--- src/rtl/crc_pkg.sv ---
// Shared constants and the single-bit update step for the BiSS-C serial CRC-6.
package crc_pkg;

  localparam int CRC_W = 6;

  typedef logic [CRC_W-1:0] crc_t;

  // Polynomial x^6 + x + 1; the x^6 term is implicit in the shift-out.
  localparam crc_t CRC_POLY = 6'b000011;
  localparam crc_t CRC_INIT = 6'h00;

  // One Galois-form LFSR step, MSB-first data.
  function automatic crc_t crc_step(input crc_t r, input logic b);
    logic fb;
    fb = r[CRC_W-1] ^ b;
    return {r[CRC_W-2:0], 1'b0} ^ (fb ? CRC_POLY : CRC_INIT);
  endfunction

endpackage

--- src/rtl/crc_unit_edge_detect.sv ---
// Rising-edge detector for the bit strobe: a held-high strobe yields one pulse.
module crc_unit_edge_detect (
  input  logic clk,
  input  logic clear,
  input  logic level,
  output logic pulse
);

  logic level_d_r;

  // Delayed copy of the strobe level; cleared with the frame.
  always_ff @(posedge clk) begin
    if (clear) begin
      level_d_r <= 1'b0;
    end else begin
      level_d_r <= level;
    end
  end

  assign pulse = level & ~level_d_r;

endmodule

--- src/rtl/crc_unit.sv ---
// Serial CRC-6 generator/checker (x^6 + x + 1), MSB first, one bit per strobe edge.
// Define CRC_OUT_INVERT_EN to present the inverted remainder on crc.
module crc_unit
  import crc_pkg::*;
(
  input  logic             clk,
  input  logic             clear,
  input  logic             bitval,
  input  logic             bitstrb,
  output logic [CRC_W-1:0] crc
);

`ifdef CRC_OUT_INVERT_EN
  localparam crc_t CRC_OUT_RESET = ~CRC_INIT;
`else
  localparam crc_t CRC_OUT_RESET = CRC_INIT;
`endif

  logic strb_s;
  crc_t r_r;
  crc_t r_next_s;
  crc_t crc_next_s;
  crc_t crc_r;

  crc_unit_edge_detect u_edge (
    .clk   (clk),
    .clear (clear),
    .level (bitstrb),
    .pulse (strb_s)
  );

  // Next LFSR state and the output view of it.
  always_comb begin
    r_next_s   = r_r;
    crc_next_s = CRC_OUT_RESET;
    if (strb_s) begin
      r_next_s = crc_step(r_r, bitval);
    end else begin
      r_next_s = r_r;
    end
`ifdef CRC_OUT_INVERT_EN
    crc_next_s = ~r_next_s;
`else
    crc_next_s = r_next_s;
`endif
  end

  // LFSR and output registers; clear wins over a coincident strobe.
  always_ff @(posedge clk) begin
    if (clear) begin
      r_r   <= CRC_INIT;
      crc_r <= CRC_OUT_RESET;
    end else begin
      r_r   <= r_next_s;
      crc_r <= crc_next_s;
    end
  end

  assign crc = crc_r;

endmodule

--- config.mk ---
export PLATFORM = sky130hd
export DESIGN_NAME = crc_unit
export DESIGN_NICKNAME = d
export VERILOG_FILES = /design/src/rtl/crc_pkg.sv /design/src/rtl/crc_unit_edge_detect.sv /design/src/rtl/crc_unit.sv
export SDC_FILE = /design/constraint.sdc
export NUM_CORES = 1
export LEC_CHECK = 0
export ABC_CLOCK_PERIOD_IN_PS = 1920
export BUFFER_PORTS_ARGS = -buffer_cell sky130_fd_sc_hd__buf_2
export CAP_MARGIN = 20
export CORE_AREA = 2 2 39 41
export DETAILED_ROUTE_END_ITERATION = 10
export DIE_AREA = 0 0 41 43
export PLACE_DENSITY = 0.46
export SKIP_LAST_GASP = 1
export SLEW_MARGIN = 20
export SYNTH_ARGS = -nofsm -noshare
export SYNTH_HDL_FRONTEND = slang
export SYNTH_HIERARCHICAL = 1
export SYNTH_SLANG_ARGS = --single-unit
--- constraint.sdc ---
create_clock -name clk -period 1.92 [get_ports clk]
set_input_delay 0.192 -clock clk [delete_from_list [all_inputs] [get_ports clk]]
set_output_delay 0.192 -clock clk [all_outputs]
set_load 0.02 [all_outputs]
-- Word level (Yosys, flattened, before mapping)
Index checks and enable logic that the tools add are counted.
- register bits after elaboration: 7
- bits in latches: 0
- RAM bits: 0
- ROM bits: 0
- input port bits: 4
- output and inout bits: 6
- logic and storage cells: 7
- memories: 0
- add/subtract/negate cells: 0
- $mul: 0
- div/mod/pow operators: 0
- magnitude comparators: 0
- equality and inequality tests: 0
- shifts and indexed selects: 0
- muxes and demuxes: 1
- bitwise operators: 4
- reduce and logical (&&, ||, !) cells: 0
- operator list (kind ; number):
    6-bit by 2-bit bitwise XOR with 6-bit output ; 1
    2-bit two-way mux ; 1
    1-bit AND ; 1
    1-bit inverter ; 1
    1-bit bitwise XOR ; 1

-- Depth between registers and ports, before layout
- word-level depth: 3
- depth in mapped cells: 4

-- Modules after synthesis
Netlist, hierarchy kept.
- modules (own cells, without submodules) (module ; instances ; cells each ; area each (um^2)):
    crc_unit ; 1 ; 22 ; 231.5
    crc_unit_edge_detect ; 1 ; 3 ; 47.5

-- Worst setup path before layout
Ideal clock, no wire load.
- kind: reg2reg
- start point: register crc[5] (netlist name)
- end point: register crc_r[1] (netlist: crc[1])
- library setup time: 95 ps
- data arrival time: 1125 ps
- required time: 1825 ps
- slack: 700 ps
- stages on the path, launching flop included: 4
- clock period less this slack: 1220 ps
- cell sequence: dfxtp_1 > xnor2_1 > or4b_1 > o311ai_1
- RTL lines (element ; line ; text):
    end signal, assigned ; crc_unit.sv:55 ; crc_r <= crc_next_s;
    end, declared ; crc_unit.sv:23 ; crc_t crc_r;

-- Worst setup path in the final report
- start point: register u_edge.level_d_r
- end point: register crc_r[1] (netlist: crc[1])
- word-level cells in the longest chain between the ends: 2
- ends and longest elaborated chain (element ; line ; text):
    start, declared ; crc_unit_edge_detect.sv:9 ; logic level_d_r;
    start signal, assigned ; crc_unit_edge_detect.sv:16 ; level_d_r <= level;
    1-bit inverter ; crc_unit_edge_detect.sv:20 ; assign pulse = level & ~level_d_r;
    1-bit AND ; crc_unit_edge_detect.sv:20 ;
    via strb_s ; crc_unit.sv:19 ; logic strb_s;
The timed path passes the listed nets, and every way through them passes these cells.
A chain may end at the register's enable or synchronous reset.

==> flow_summary.ini <==
[status]
status = finished, final reports clean

[global_routing]
grt_pass1_vias = 188
track_usage_pct = 6.83
grt_overflow_total = 0
antenna_found_initial = 0
grt_max_degree = 10
grt_pass1_wl_um = 772

[setup_path]
cp.required_ps = 2070
worstPathCellList = nor2b_4 -> or4b_1 -> o311ai_1
reg2regPathDepth = 3
cp-start-kind = flop
critPathMaxFanout = 9
cp_slowest_cell = or4b_1
critPathKind = flop to flop
r2r_setup_slack_ps = 720
critPathMaxStageDelay_ps = 460
crit_arrival_ps = 1360
r2r_start = u_edge/level_d_r
reg2reg_to = crc[1]
crit_path_end_kind = flop

[clock_network]
cts_root_buf = clkbuf_4
post_cts_buffers = 0
clock_latency_ps = 240
cts_resized = 0
hold_buffers = 0
clk_pin_slew_ps = 50
cts_buffers = 3
cts.path.max_buffers = 2
h-tree-depth = 1
cts_sinks = 7
cts_tree = built

[detailed_routing]
drtIter0Drc = 0
drt_first_pass_iters = 1
routed_wl_um = 461
wl_per_cell_um = 8.70
ant_nets = 0
routed_via_density = 3.92
vias = 208
drc = 0

[power_and_ir_drop]
peakVddDrop_mv = 0.348
p_per_area_mw_per_mm2 = 866
finalPower_w = 0.000316
cellLeakagePower_nw = 0.167

[final_layout]
mostFrequentLayoutCells = buf_2 (9), dfxtp_1 (7), nor2_1 (5)
final-seq-area_um2 = 140
final_layout_size_suffix_gt1_share_pct = 37.8
design_area_um2 = 365
final_nets = 42
instances_no_fill = 53
area.growth.synth_to_final_pct = 30.9
multiInputGateArea_um2 = 130
fillers = 154
n_antenna_cell = 0
final_common_cell = buf_2

[placement]
dpl_cell_area_um2 = 339
dp.cells = 49
dp_slack_ps = 711
place_hpwl_um = 371
port_buffers = 9
gp_congestion = 0.679

[sta]
timing.fmax_ghz = 0.831
drv_slew = 0
tns_ps = 0
hold_viol_final = 0
layout_min_cycle_time_ps = 1200
rsz0062_at_grt = false
fin_skew_ps = 2.23
max_slew_margin_pct = 83.9
finalSetupViolCount = 0
finalCritPeriodShare_pct = 62.7
layout_setup_ws_ps = 717
worst_pin_slew_ps = 241

[yosys]
synthCells = 25
synth_fp_nets = 29
yosysSeqAreaShare_pct = 50.2
synth_cell_types = 11
synth-seq-cells = 7
ys.warnings.count = 6
synth_top_area_share_pct = 50.2
synth_top_area_cell = dfxtp_1
synth.avg_cell_area_um2 = 11.2
synth_area_um2 = 279
yosys-top-cells-area = dfxtp_1 (50%), mux2i_1 (14%), nor2b_4 (9.9%), nor2_1 (6.7%), or4b_1 (3.6%)

[die]
start_util_pct = 20.2
die_x_um = 41
die_h_um = 43
rows = 14
ioPinCount = 10
core_mm2 = 0.00138
die-area_mm2 = 0.00176

[job]
maxCapViolations = 0

[hold_path]
hold_path.class = primary input to flop
hold_end = u_edge/level_d_r
min_from = bitstrb
timing.hold.worst_path_depth = 2
[state kept, by name, indices dropped and copies added, names as in the netlist]
signal and cells:
crc 6, u_edge/level_d_r 1
[synthesized netlist by cell type]
library cell / instances
xnor2_1: 1
mux2i_1: 4
nand4b_1: 1
inv_1: 1
buf_2: 1
o311ai_1: 1
nor2_1: 5
a211oi_1: 1
dfxtp_1: 7
nor2b_4: 2
or4b_1: 1
[layout make-up]
cell class              instances  share of cell area, %
repair buffers                  9                   12.3
clock buffers                   4                   7.19
flip-flops and latches          7                   38.4
multi-input cells              16                   35.6
well taps                      16                   5.48
inverters                       1                   1.03
[per-stage QoR]
step / hold slack (ps) / utilization (%)
after global placement: 432 / 24.5
after CTS: 171 / 26.4
after global routing: 175 / 26.4
final: 180 / 26.4
after floorplan: 256 / -
after detailed placement: 428 / 24.5
[worst max path at each step]
stage / from / endpoint / slack, ps
after global placement: u_edge/level_d_r / crc[1] / 750
final: u_edge/level_d_r / crc[1] / 720
after detailed placement: u_edge/level_d_r / crc[1] / 710
after global routing: u_edge/level_d_r / crc[1] / 660
after floorplan: crc[5] / crc[1] / 700
after CTS: u_edge/level_d_r / crc[1] / 700
[metal layers]
layer	global-route usage [%]	wire length [um]	up-vias
li1	-	-	112
met1	9.03	212	87
met2	7.81	191	9
met3	4.71	57	0
met4	4.00	0	0
met5	0	0	-
[critical path, delay by kind of cell, from the launching register on]
kind | cells | cell delay (ps)
AO/OA/AOI/OAI | 1 | 90
flip-flops | 1 | 320
AND/OR/NAND/NOR | 2 | 700
[power by group]
group / switching (W) / internal [W] / total [W]
combinational: 0.0000178 / 0.0000150 / 0.0000328
sequential: 0.00000428 / 0.000151 / 0.000155
clock: 0.0000492 / 0.0000790 / 0.000128
[cell families (layout without fill, tap and decap cells)]
| family | Yosys count | count (layout) | share of synthesized area, % |
|---|---|---|---|
| compound gates | 2 | 2 | 5.83 |
| buf+inv | 2 | 14 | 3.14 |
| simple gates | 9 | 9 | 23.3 |
| xor+xnor | 1 | 1 | 3.14 |
| flops | 7 | 7 | 50.2 |
| mux | 4 | 4 | 14.4 |
No activity file was read; power rests on OpenSTA's default activity.
